===== src/rtl/arm_pkg.sv =====
// Shared ARM pipeline encodings: EXE_CMD opcodes, condition codes and status flag bit positions.
package arm_pkg;

  localparam logic [3:0] CmdNop = 4'd0;
  localparam logic [3:0] CmdMov = 4'd1;
  localparam logic [3:0] CmdAdd = 4'd2;
  localparam logic [3:0] CmdAdc = 4'd3;
  localparam logic [3:0] CmdSub = 4'd4;
  localparam logic [3:0] CmdSbc = 4'd5;
  localparam logic [3:0] CmdAnd = 4'd6;
  localparam logic [3:0] CmdOrr = 4'd7;
  localparam logic [3:0] CmdEor = 4'd8;
  localparam logic [3:0] CmdMvn = 4'd9;

  localparam logic [3:0] CondEq = 4'h0;
  localparam logic [3:0] CondNe = 4'h1;
  localparam logic [3:0] CondCs = 4'h2;
  localparam logic [3:0] CondCc = 4'h3;
  localparam logic [3:0] CondMi = 4'h4;
  localparam logic [3:0] CondPl = 4'h5;
  localparam logic [3:0] CondVs = 4'h6;
  localparam logic [3:0] CondVc = 4'h7;
  localparam logic [3:0] CondHi = 4'h8;
  localparam logic [3:0] CondLs = 4'h9;
  localparam logic [3:0] CondGe = 4'hA;
  localparam logic [3:0] CondLt = 4'hB;
  localparam logic [3:0] CondGt = 4'hC;
  localparam logic [3:0] CondLe = 4'hD;
  localparam logic [3:0] CondAl = 4'hE;

  localparam int unsigned FlagN = 3;
  localparam int unsigned FlagZ = 2;
  localparam int unsigned FlagC = 1;
  localparam int unsigned FlagV = 0;

  // Only data-processing opcodes MOV..MVN are allowed to update the status register.
  function automatic logic cmd_sets_flags(input logic [3:0] cmd);
    return (cmd >= CmdMov) && (cmd <= CmdMvn);
  endfunction

endpackage


===== src/rtl/cond_check.sv =====
// Combinational ARM condition-field evaluator over a {N,Z,C,V} flag vector.
module cond_check
  import arm_pkg::*;
(
  input  logic [3:0] cond_i,
  input  logic [3:0] flags_i,
  output logic       pass_o
);

  logic n, z, c, v;

  assign n = flags_i[FlagN];
  assign z = flags_i[FlagZ];
  assign c = flags_i[FlagC];
  assign v = flags_i[FlagV];

  always_comb begin
    pass_o = 1'b0;
    unique case (cond_i)
      CondEq:  pass_o = z;
      CondNe:  pass_o = ~z;
      CondCs:  pass_o = c;
      CondCc:  pass_o = ~c;
      CondMi:  pass_o = n;
      CondPl:  pass_o = ~n;
      CondVs:  pass_o = v;
      CondVc:  pass_o = ~v;
      CondHi:  pass_o = c & ~z;
      CondLs:  pass_o = ~c | z;
      CondGe:  pass_o = (n == v);
      CondLt:  pass_o = (n != v);
      CondGt:  pass_o = ~z & (n == v);
      CondLe:  pass_o = z | (n != v);
      CondAl:  pass_o = 1'b1;
      default: pass_o = 1'b0;
    endcase
  end

endmodule


===== src/rtl/status_cond_unit.sv =====
// EX-stage N/Z/C/V status register with an ID-stage condition evaluator that sees in-flight updates.
module status_cond_unit
  import arm_pkg::*;
(
  input  logic       clk_i,
  input  logic       rst_ni,
  input  logic       freeze_i,
  input  logic       flush_i,
  input  logic       ex_valid_i,
  input  logic       ex_s_i,
  input  logic [3:0] ex_cmd_i,
  input  logic [3:0] alu_status_i,
  input  logic       shift_carry_i,
  input  logic       id_valid_i,
  input  logic [3:0] id_cond_i,
  output logic [3:0] flags_o,
  output logic       alu_carry_o,
  output logic       cond_pass_o,
  output logic       cond_pass_q_o
);

  logic [3:0] sr_q, sr_d;
  logic [3:0] nf, eff;
  logic       wr, eval_pass, cond_pass_d, cond_pass_q;

  // alu_status[2] is "result nonzero", so Z is its inverse.
  always_comb begin
    nf = sr_q;
    unique case (ex_cmd_i)
      CmdAdd, CmdAdc, CmdSub, CmdSbc:
        nf = {alu_status_i[3], ~alu_status_i[2], alu_status_i[1], alu_status_i[0]};
      CmdMov, CmdAnd, CmdOrr, CmdEor, CmdMvn:
        nf = {alu_status_i[3], ~alu_status_i[2], shift_carry_i, sr_q[FlagV]};
      default: nf = sr_q;
    endcase
  end

  assign wr  = ex_valid_i & ex_s_i & cmd_sets_flags(ex_cmd_i);
  // Bypass ignores freeze: a stalled setter still owns the youngest flags.
  assign eff = wr ? nf : sr_q;

  cond_check u_cond_check (
    .cond_i  (id_cond_i),
    .flags_i (eff),
    .pass_o  (eval_pass)
  );

  assign cond_pass_o = id_valid_i & eval_pass;

  always_comb begin
    sr_d = sr_q;
    if (wr && !freeze_i) sr_d = nf;
  end

  always_comb begin
    cond_pass_d = cond_pass_o;
    if (flush_i)       cond_pass_d = 1'b0;
    else if (freeze_i) cond_pass_d = cond_pass_q;
  end

  always_ff @(posedge clk_i) begin
    if (!rst_ni) begin
      sr_q        <= 4'b0000;
      cond_pass_q <= 1'b0;
    end else begin
      sr_q        <= sr_d;
      cond_pass_q <= cond_pass_d;
    end
  end

  assign flags_o       = sr_q;
  assign alu_carry_o   = sr_q[FlagC];
  assign cond_pass_q_o = cond_pass_q;

endmodule

===== config.mk =====
export PLATFORM = sky130hd
export DESIGN_NAME = status_cond_unit
export DESIGN_NICKNAME = d
export VERILOG_FILES = /design/src/rtl/arm_pkg.sv /design/src/rtl/cond_check.sv /design/src/rtl/status_cond_unit.sv
export SDC_FILE = /design/constraint.sdc
export NUM_CORES = 1
export LEC_CHECK = 0
export ABC_AREA = 1
export CAP_MARGIN = 20
export CORE_MARGIN = 4
export CORE_UTILIZATION = 40
export DETAILED_ROUTE_END_ITERATION = 16
export DONT_BUFFER_PORTS = 1
export GPL_TIMING_DRIVEN = 0
export PLACE_DENSITY = 0.57
export SLEW_MARGIN = 15
export SYNTH_ARGS = -nofsm -noshare
export SYNTH_HDL_FRONTEND = slang
export SYNTH_SLANG_ARGS = --single-unit

===== constraint.sdc =====
create_clock -name clk_i -period 1.9 [get_ports clk_i]
set_input_delay 0.38 -clock clk_i [delete_from_list [all_inputs] [get_ports clk_i]]
set_output_delay 0.38 -clock clk_i [all_outputs]
set_load 0.02 [all_outputs]

==> results.env, run 1 <==
DIE_H_UM=52.25
MULTI_INPUT_COMB_AREA_UM2=665.6
WORST_PATH_LARGEST_CELL_DELAY_PS=260
SYNTH_FLOP_CELL='sky130_fd_sc_hd__dfxtp_1'
FLOORPLAN.DIE_AREA_UM2=2730
POST_DRT_VIA_CELL_RATIO=5.005
RSZ0062_AT_GRT='true'
ANTENNADIODECOUNT=0
FAILED_CHECKS='negative setup slack'
SYNTH_MOST_COMMON_CELL='sky130_fd_sc_hd__nand2_1'
WORSTPATHMAXFANOUT=5
SYN-MEAN-INSTANCE-AREA_UM2=5.292
GRT_FIRST_PASS_WIRELENGTH_UM=3394
CLOCK-ROOT-BUFFER='sky130_fd_sc_hd__clkbuf_4'
LAYOUT-DRIVE-GT1-SHARE_PCT=31.21
YS_FF_LATCH=5
P_LEAK_uW=0.0005262
TIMING.CRITICAL_PATH.REQUIRED_PS=1520
POST-ROUTE-CELL-AREA_UM2=985.9
YOSYS_WARNINGS=0
CRITICAL_PATH_SLOWEST_STAGE_CELL='sky130_fd_sc_hd__o21ai_4'
NUMPORTBUFFERS=0
FINAL_MAX_SLEW_VIOL_COUNT=0
GRT-OVFL-TOTAL=0
GRT_MAX_DEGREE=8
ACHIEVABLE-FREQUENCY_MHz=497.4
HOLD_PATH.CLASS='in -> reg'
DR_TOTAL_VIAS=911
SETUP_CRIT_START='ex_cmd_i[2]'
FIRST_PASS_ITERS=4
CP_DATA_ARRIVAL_TIME_PS=1630
SYNTH_TOP_CELL_AREA_SHARE_PCT=22.04
CRITPATHTOPFAMILY='simple AND/OR/NAND/NOR gates'
INITIAL_CELL_DENSITY_OF_THE_CORE_PCT=43.93
NETS=178
DETAILED_PLACE.AREA_UM2=814.5
CTS_MAX_LEVEL=1
FLOORPLAN.ROWS=15
SYNTH_FP_NETS=168
GRT_ANTENNA_BEFORE_REPAIR=0
MAX_SLEW.WORST_PIN.SLEW_PS=343.8
CRIT_CELLS=13
SETUP_WS_PS=-110.6
MAX-VDD-IR-DROP_mV=0.3485
POWER_DENSITY_nW_PER_UM2=413.4
GRT_USE_MET3_PCT=1.140
RESULT_OF_THE_RUN='complete, but fails checks'
DRT_FIRST_ITER_VIOLATIONS=12
RR_STARTPOINT='flags_o[3]$_SDFFE_PN0P_'
REPORT.FINAL.SETUP_VIOL=1
COMBINED_GLOBAL_ROUTE_UTILIZATION_OF_ALL_METAL_LAYERS_PCT=16.52
TRITONCTS.NUM_BUFFERS=3
PLACE_CONGESTION=0.8308
SYNTH.CELLS.MOST_FREQUENT='46 x sky130_fd_sc_hd__nand2_1, 23 x sky130_fd_sc_hd__inv_1, 18 x sky130_fd_sc_hd__nor2_1, 16 x sky130_fd_sc_hd__nand3_1, 12 x sky130_fd_sc_hd__nand2_2'
GRT_UTIL_MET2_PCT=26.57
GLOBALROUTEMET1UTIL_PCT=21.78
GRT_PASS1_VIAS=836
IO_PINS=27
POSTSYNTHCELLCOUNT=148
TRITONCTS='yes'
SYN_AREA_UM2=783.3
WORST_CASE_REG_TO_REG_PATH_DEPTH=15
RELSLEWSLACK_PCT=77.00
ROUTE.DETAILED.DRC=0
BUSIEST_LAYER='met2'
ROUTED_WL_UM=1991
NUMBER_OF_ENABLE_TYPE_REGISTER_CELLS_IN_THE_SYNTHESIZED_NETLIST=0
AREA.SEQUENTIAL_UM2=112.6
LAYOUT-AREA-OVERHEAD-VS-SYNTH_PCT=25.88
ORDERED_CELL_LIST_FOR_THE_CRITICAL_PATH='o21ai_4 > buf_6 > nand3_1 > nand2_2 > nand2_4 > nand2_4 > nor2_1 > a21oi_1 > nand2_1 > nor2_2 > nand2_1 > nand2_2 > inv_4'
CRITPATHCAPTURETYPE='primary output'
POST-ROUTE-PERIOD-UTIL_PCT=105.8
POSTSYNTH.ASYNCRESETSHARE_PCT=0
HOLD_PATH_DEPTH=2
MIN_PERIOD_PS=2011
HOLDCRITSTARTPOINT='rst_ni'
WORST-PATH-BUF-INV=2
TIMING.SETUP.CRITICAL_PATH_CLASS='in -> out'
REPORT.FINAL.HOLD_VIOL_COUNT=0
ROUTED_WIRE_LENGTH_PER_INSTANCE_UM=10.94
CAP_VIOLATIONS=0
CLK-INSERTION-DELAY-LATE_PS=240
DIE_WD_UM=52.25
CLOCK_PATH_BUFFERS=2
PATH_CLK_SLEW_PS=40
SYNTH_AREA_LEADERS='sky130_fd_sc_hd__nand2_1 22%, sky130_fd_sc_hd__dfxtp_1 13%, sky130_fd_sc_hd__inv_1 11%'
SYNTHDISTINCTLIBCELLS=18
COUNT_OF_CLOCK_TREE_SINKS=5
SYNTH_SEQ_AREA_SHARE_PCT=12.78
SYNTHDOMINANTAREACELLTYPE='sky130_fd_sc_hd__nand2_1'
PRE_CTS_WS_PS=-147.9
CP-START-KIND='input port'
FP.COREAREA_UM2=1783
CLOCK-SKEW-FINAL_PS=1.608
PLACE_HPWL_UM=1516
FILLER_CELL_COUNT=196
POSTROUTEANTENNANETS=0
CTSHOLDBUFFERS=0
TIMING.HOLD.WS_PS=262.1
SETUP-TNS-FINAL_PS=-110.6
==> registers in the layout, summed over array words and instances (netlist names) <==
| signal | flops |
|---|---|
| cond_pass_q_o | 1 |
| flags_o | 4 |
==> final timing paths <==
path / slack, ps / to
max reg2reg: 340 / cond_pass_q_o$_SDFFE_PP0N_
min: 260 / flags_o[1]$_SDFFE_PN0P_
min reg2reg: 550 / flags_o[1]$_SDFFE_PN0P_
max: -110 / cond_pass_o
==> cell usage in the layout (no fill, tap or decap), types with 2 or more instances in the layout <==
cell type	synthesis	layout
sky130_fd_sc_hd__nand2_1	46	39
sky130_fd_sc_hd__inv_1	23	21
sky130_fd_sc_hd__nor2_1	18	16
sky130_fd_sc_hd__nand2_2	12	15
sky130_fd_sc_hd__nand3_1	16	14
sky130_fd_sc_hd__nand2_4	4	8
sky130_fd_sc_hd__a21oi_1	6	5
sky130_fd_sc_hd__o21ai_0	5	5
sky130_fd_sc_hd__buf_4	1	4
sky130_fd_sc_hd__nand4_1	3	3
sky130_fd_sc_hd__a21oi_2	2	3
sky130_fd_sc_hd__clkbuf_4	0	3
sky130_fd_sc_hd__dfxtp_4	0	3
sky130_fd_sc_hd__nand3_2	0	2
sky130_fd_sc_hd__nand2_8	1	2
sky130_fd_sc_hd__nor3_1	2	2
==> cell families after synthesis <==
group | after synthesis | synth area share, %
AO/OA/AOI/OAI | 15 | 11.18
buffers and inverters | 26 | 13.58
flip-flops | 5 | 12.78
AND/OR/NAND/NOR | 102 | 62.46
==> report_power, final <==
part	total [uW]	switching (uW)	leakage, uW	internal [uW]
logic	169	105	0.000468	63.1
registers	116	9.16	0.0000434	107
clock network	123	44.0	0.0000150	79.4
total	408	159	0.000526	249
==> layer usage <==
metal	part of all wire (%)	routed length [um]
met4	1.8	36
met3	3.5	70
met1	46	906
met5	0	0
met2	49	977
==> stage by stage <==
stage               util [%]  std cells  power (uW)
CTS                    52.56        182       401.2
global placement       45.68        173       250.5
detailed placement     45.68        173       251.9
floorplan                  -        148       231.8
finish                 55.30        182       407.6
global route           55.30        182       442.1
==> final cells by class <==
class,count,area share (%)
Tap cell,25,3.173
Buffer,1,0.7614
Multi-Input combinational cell,118,67.51
Sequential cell,5,11.42
Inverter,25,11.04
Timing Repair Buffer,4,3.426
Clock buffer,4,2.665
==> timing repair <==
item                       in CTS  in global routing
resized for setup              20                 12
setup endpoints to repair       1                  1
cloned                          1                  0
pin swaps                      12                  6
buffers inserted                4                  0
Note: power is estimated with default switching activity, not from simulation.
==> run 2: changes to the inputs <==
--- a/config.mk
+++ b/config.mk
@@ -7,6 +7,7 @@
 export LEC_CHECK = 0
 export ABC_AREA = 1
 export CAP_MARGIN = 20
+export CORE_ASPECT_RATIO = 1.5
 export CORE_MARGIN = 4
 export CORE_UTILIZATION = 40
 export DETAILED_ROUTE_END_ITERATION = 16
==> run 2 against run 1 <==
Effect of this change:
- count of clock-buffer cells in the layout stayed put
- critical path depth is 1 higher
- sequential share of layout area is 0.21 points lower
- largest power group unchanged
- highest routed layer unchanged
- the flow still finishes with violations (negative setup slack)
- largest cell class unchanged
- sequential power hardly changed
==> results.env, run 2 (synthesis results as in run 1) <==
DR_TOTAL_VIAS=940
MAX_SLEW.WORST_PIN.SLEW_PS=373.3
CAP_VIOLATIONS=0
MAX-VDD-IR-DROP_mV=0.3675
MIN_PERIOD_PS=2000
CTSHOLDBUFFERS=0
FP.COREAREA_UM2=1854
CLOCK-SKEW-FINAL_PS=7.530
FAILED_CHECKS='negative setup slack'
CTS_MAX_LEVEL=1
WORST-PATH-BUF-INV=2
POWER_DENSITY_nW_PER_UM2=419.7
CRITICAL_PATH_SLOWEST_STAGE_CELL='sky130_fd_sc_hd__o21ai_4'
TIMING.SETUP.CRITICAL_PATH_CLASS='in -> out'
GRT_PASS1_VIAS=896
CRITPATHMOSTFREQUENTCELL='sky130_fd_sc_hd__nand2_2'
PLACE_HPWL_UM=1626
FLOORPLAN.DIE_AREA_UM2=2745
ROUTE.DETAILED.DRC=0
GRT_ANTENNA_BEFORE_REPAIR=0
FLOORPLAN.ROWS=19
SETUP_WS_PS=-100.0
RELSLEWSLACK_PCT=75.02
COMBINED_GLOBAL_ROUTE_UTILIZATION_OF_ALL_METAL_LAYERS_PCT=16.08
FIN_CELLS=181
FIN_UTIL_PCT=52.97
POST-ROUTE-PERIOD-UTIL_PCT=105.3
LAYOUT-AREA-OVERHEAD-VS-SYNTH_PCT=25.40
CRITPATHTOPFAMILY='simple AND/OR/NAND/NOR gates'
COUNT_OF_CLOCK_TREE_SINKS=5
NUMPORTBUFFERS=0
AREA.SEQUENTIAL_UM2=110.1
TIMING.HOLD.WS_PS=272.4
ACHIEVABLE-FREQUENCY_MHz=500.0
REPORT.FINAL.HOLD_VIOL_COUNT=0
PWR-SHARE-SEQ_PCT=28.4
FINAL_TOTAL_PWR_uW=412.2
POWER.COMBINATIONAL.FRACTION_PCT=41.5
FIRST_PASS_ITERS=4
CLOCK_PATH_BUFFERS=2
DIE_H_UM=62.20
SW_SHARE_PCT=38.26
GRT_FIRST_PASS_WIRELENGTH_UM=3512
IO_PINS=27
TIMING.CRITICAL_PATH.REQUIRED_PS=1520
MULTI_INPUT_COMB_AREA_UM2=643.1
P_INT_uW=254.5
FINAL_MAX_SLEW_VIOL_COUNT=0
ANTENNADIODECOUNT=0
POST-ROUTE-CELL-AREA_UM2=982.2
ROUTED_WIRE_LENGTH_PER_INSTANCE_UM=11.86
PLACE.DETAILED.INSTANCES=169
PLACE_CONGESTION=0.8791
CLOCKPOWERSHARE_PCT=30.1
HOLD_PATH.CLASS='in -> reg'
DRT_FIRST_ITER_VIOLATIONS=10
RSZ0062_AT_GRT='true'
FILLER_CELL_COUNT=215
POSTROUTEANTENNANETS=0
CP-START-KIND='input port'
GRT_MAX_DEGREE=9
POST_DRT_VIA_CELL_RATIO=5.193
REPORT.FINAL.SETUP_VIOL=1
CP_DATA_ARRIVAL_TIME_PS=1620
GRT-OVFL-TOTAL=0
ORDERED_CELL_LIST_FOR_THE_CRITICAL_PATH='o21ai_4 > nand2_8 > nand2_8 > inv_8 > nand2_2 > nand2_2 > nand2_2 > nand3_1 > nand2_1 > nand2_1 > nor2_1 > nand2_1 > nand2_2 > inv_4'
DETAILED_PLACE.AREA_UM2=809.5
WORST_PATH_LARGEST_CELL_DELAY_PS=260
CLK-INSERTION-DELAY-LATE_PS=240
WORSTPATHMAXFANOUT=8
TRITONCTS.NUM_BUFFERS=3
RESULT_OF_THE_RUN='complete, but fails checks'
ROUTED_WL_UM=2146
PATH_CLK_SLEW_PS=50
NETS=181
INITIAL_CELL_DENSITY_OF_THE_CORE_PCT=42.24
NETSWITCHINGPOWER_uW=157.7
CLOCK-ROOT-BUFFER='sky130_fd_sc_hd__clkbuf_4'
CRITPATHCAPTURETYPE='primary output'
LARGEST_REGISTER_FFS=4
LAYOUT-DRIVE-GT1-SHARE_PCT=32.50
P_LEAK_uW=0.0005231
LAYOUT_COMMON_CELLS='37 x sky130_fd_sc_hd__nand2_1, 21 x sky130_fd_sc_hd__inv_1, 19 x sky130_fd_sc_hd__nand2_2, 17 x sky130_fd_sc_hd__nor2_1, 14 x sky130_fd_sc_hd__nand3_1'
DIE_WD_UM=44.13
TRITONCTS='yes'
LAYOUT_COMMONEST_CELL='sky130_fd_sc_hd__nand2_1'
[run 2: cell count changes in the layout (fill, tap and decap cells not counted), moves of 2 or more]
| cell | delta |
|---|---|
| sky130_fd_sc_hd__buf_4 | +5 |
| sky130_fd_sc_hd__nand2_1 | -2 |
| sky130_fd_sc_hd__nand2_2 | +4 |
| sky130_fd_sc_hd__nand2_4 | -3 |
[run 2: metal layers]
layer | part of all wire (%) | global-route usage [%]
met1 | 36 | 16.87
met2 | 55 | 27.92
met3 | 5.0 | 3.179
met4 | 3.4 | 9.434
met5 | 0 | 0
[run 2: what timing repair did]
item | 4_1_cts | 5_1_grt
endpoints found under the setup margin | 1 | 1
setup buffers | 6 | 2
gates cloned | 0 | 0
resized for setup | 20 | 8
pin swaps | 12 | 11
[run 2: stage by stage]
stage	setup slack, ps	setup TNS (ps)
after floorplan	23.31	0
after global placement	-145.7	-145.7
after detailed placement	-157.2	-157.2
after CTS	-108.8	-108.8
after global routing	-221.2	-221.2
final	-100.0	-100.0
[run 2: layout make-up]
cell class              count  area share, %
multi-input cells         117          65.48
repair buffers              8          6.115
flip-flops and latches      5          11.21
plain buffers               1         0.7643
clock buffers               4          2.675
well taps                  21          2.675
inverters                  25          11.08
[run 2: worst register-to-register path: cells and delay by family, from the launching register on]
kind                   cells  cell delay (ps)
and+or+nand+nor           12              800
DFF                        1              400
buffers and inverters      3              320
AOI/OAI and AO/OA          1              100
[run 2: worst paths after layout]
path	startpoint	to	slack, ps	cells past startpoint
setup reg to reg	flags_o[0]$_SDFFE_PN0P_	cond_pass_q_o$_SDFFE_PP0N_	230	16
hold reg to reg	flags_o[2]$_SDFFE_PN0P_	flags_o[2]$_SDFFE_PN0P_	580	2
setup / recovery	ex_cmd_i[1]	cond_pass_o	-100	14
hold / removal	rst_ni	flags_o[2]$_SDFFE_PN0P_	270	2
[run 2: power by group through the flow]
stage	combinational [uW]	clock (uW)	sequential, uW
detailed placement	133	0	120
global route	191	139	118
CTS	155	125	117
global placement	132	0	120
finish	171	124	117
floorplan	113	0	118
==> run 3: changes to the inputs <==
--- a/config.mk
+++ b/config.mk
@@ -12,9 +12,9 @@
 export CORE_UTILIZATION = 40
 export DETAILED_ROUTE_END_ITERATION = 16
 export DONT_BUFFER_PORTS = 1
-export GPL_TIMING_DRIVEN = 0
 export PLACE_DENSITY = 0.57
 export SLEW_MARGIN = 15
 export SYNTH_ARGS = -nofsm -noshare
 export SYNTH_HDL_FRONTEND = slang
 export SYNTH_SLANG_ARGS = --single-unit
+export TNS_END_PERCENT = 30
==> run 3 against run 2 <==
Effect of this change:
- the run still ends with negative setup slack left
- critical path depth stayed put
- combinational power is 8% higher
- non-clock buffer count is 6 higher
- register-to-register slack worse by 80 ps
- die area stayed put
- largest power group unchanged
==> results.env, run 3 (synthesis results as in run 1) <==
TRITONCTS.NUM_BUFFERS=3
POWER_DENSITY_nW_PER_UM2=419.4
RSZ0062_AT_GRT='true'
WORST_PATH_LARGEST_CELL_DELAY_PS=200
LAYOUT-AREA-OVERHEAD-VS-SYNTH_PCT=29.39
PLACE_HPWL_UM=1782
DRT_FIRST_ITER_VIOLATIONS=13
POSTROUTEANTENNANETS=0
ROUTED_WL_UM=2204
LAYOUT-DRIVE-GT1-SHARE_PCT=30.72
FINAL_MAX_SLEW_VIOL_COUNT=0
TIMING.SETUP.CRITICAL_PATH_CLASS='in -> out'
FLOORPLAN.DIE_AREA_UM2=2745
COMBINED_GLOBAL_ROUTE_UTILIZATION_OF_ALL_METAL_LAYERS_PCT=17.17
SETUP-TNS-FINAL_PS=-71.95
CAP_VIOLATIONS=0
CRITPATHCAPTURETYPE='primary output'
PLACE_CONGESTION=0.9494
DR_TOTAL_VIAS=937
CP-START-KIND='input port'
CLOCK-ROOT-BUFFER='sky130_fd_sc_hd__clkbuf_4'
CTS_MAX_LEVEL=1
WORST-PATH-BUF-INV=1
WORSTPATHMAXFANOUT=5
SETUP_WS_PS=-71.95
ANTENNADIODECOUNT=0
ROUTE.DETAILED.DRC=0
GRT_MAX_DEGREE=9
POST-ROUTE-PERIOD-UTIL_PCT=103.8
GRT_FIRST_PASS_WIRELENGTH_UM=3705
CTSHOLDBUFFERS=0
FP.COREAREA_UM2=1854
IO_PINS=27
CLOCK-SKEW-FINAL_PS=8.430
INITIAL_CELL_DENSITY_OF_THE_CORE_PCT=42.24
HOLD_PATH.CLASS='in -> reg'
ACHIEVABLE-FREQUENCY_MHz=507.1
GRT-OVFL-TOTAL=0
FAILED_CHECKS='negative setup slack'
NUMPORTBUFFERS=0
ORDERED_CELL_LIST_FOR_THE_CRITICAL_PATH='o21ai_4 > nand2_4 > nand2_1 > nand2_1 > nand2_4 > nand2_4 > nand2_2 > nand2_1 > nor2_1 > nand2_1 > nor2_1 > nand2_1 > nand2_2 > inv_4'
FIRST_PASS_ITERS=4
FLOORPLAN.ROWS=19
CRITICAL_PATH_SLOWEST_STAGE_CELL='sky130_fd_sc_hd__o21ai_4'
LAYOUT_COMMONEST_CELL='sky130_fd_sc_hd__nand2_1'
COUNT_OF_CLOCK_TREE_SINKS=5
FIN_UTIL_PCT=54.66
LARGEST_REGISTER_FFS=4
CP_DATA_ARRIVAL_TIME_PS=1590
MAX-VDD-IR-DROP_mV=0.4637
PATH_CLK_SLEW_PS=50
MIN_PERIOD_PS=1972
RESULT_OF_THE_RUN='complete, but fails checks'
ROUTED_WIRE_LENGTH_PER_INSTANCE_UM=11.79
NETS=187
P_LEAK_uW=0.0005655
TIMING.CRITICAL_PATH.REQUIRED_PS=1520
PLACE.DETAILED.INSTANCES=179
REPORT.FINAL.HOLD_VIOL_COUNT=0
DIE_H_UM=62.20
CLOCK_PATH_BUFFERS=2
GRT_PASS1_VIAS=921
FIN_CELLS=187
GRT_ANTENNA_BEFORE_REPAIR=0
CRITPATHTOPFAMILY='simple AND/OR/NAND/NOR gates'
REPORT.FINAL.SETUP_VIOL=1
MAX_SLEW.WORST_PIN.SLEW_PS=375.3
TRITONCTS='yes'
CRITPATHMOSTFREQUENTCELL='sky130_fd_sc_hd__nand2_1'
CLK-INSERTION-DELAY-LATE_PS=250
DIE_WD_UM=44.13
LAYOUT_COMMON_CELLS='41 x sky130_fd_sc_hd__nand2_1, 20 x sky130_fd_sc_hd__inv_1, 17 x sky130_fd_sc_hd__nor2_1, 16 x sky130_fd_sc_hd__nand3_1, 15 x sky130_fd_sc_hd__buf_4'
RELSLEWSLACK_PCT=74.89
POST_DRT_VIA_CELL_RATIO=5.011
FILLER_CELL_COUNT=202
==> run 3: layer usage <==
layer  GRT usage, %  part of all wire [%]  vias up  wire, um
met3          3.757                   4.1        4        90
met4          7.925                   2.0        0        44
met1          16.61                    36      414       803
met2          32.12                    57       21      1265
met5              0                     0        -         0
li1               -                     -      498         -
==> run 3: area by class of cell <==
type	count	area, um2	area share [%]
Clock buffer	4	26.28	2.593
Inverter	25	111.4	10.99
Timing Repair Buffer	15	112.6	11.11
Multi-Input combinational cell	117	634.4	62.59
Tap cell	21	26.28	2.593
Sequential cell	5	102.6	10.12
==> run 3: path summary, 6_finish.rpt <==
| kind | end | startpoint | slack (ps) | cells past startpoint |
|---|---|---|---|---|
| max | cond_pass_o | ex_cmd_i[1] | -70 | 14 |
| min | flags_o[0]$_SDFFE_PN0P_ | rst_ni | 260 | 2 |
| max reg2reg | cond_pass_q_o$_SDFFE_PP0N_ | flags_o[0]$_SDFFE_PN0P_ | 150 | 17 |
| min reg2reg | flags_o[2]$_SDFFE_PN0P_ | flags_o[2]$_SDFFE_PN0P_ | 650 | 3 |
==> run 3: timing repair <==
item	CTS	global route
setup endpoints to repair	1	1
resized for setup	14	8
pin swaps	10	12
setup buffers	2	2
==> run 3: per-stage QoR <==
stage | area (um2) | power (uW) | setup slack (ps) | hold WS (ps)
global placement | 884.6 | 271.5 | -95.92 | 522.1
global route | 1013 | 458.2 | -214.0 | 269.2
finish | 1013 | 425.0 | -71.95 | 258.6
detailed placement | 884.6 | 272.6 | -113.7 | 525.9
CTS | 970.9 | 416.2 | -67.36 | 256.8
floorplan | 783.3 | 231.8 | 23.31 | 511.8
==> run 3: power by group <==
group	switching [uW]	internal, uW	total (uW)
clock network	46.1	79.5	126
registers	4.82	109	114
logic	109	76.4	185
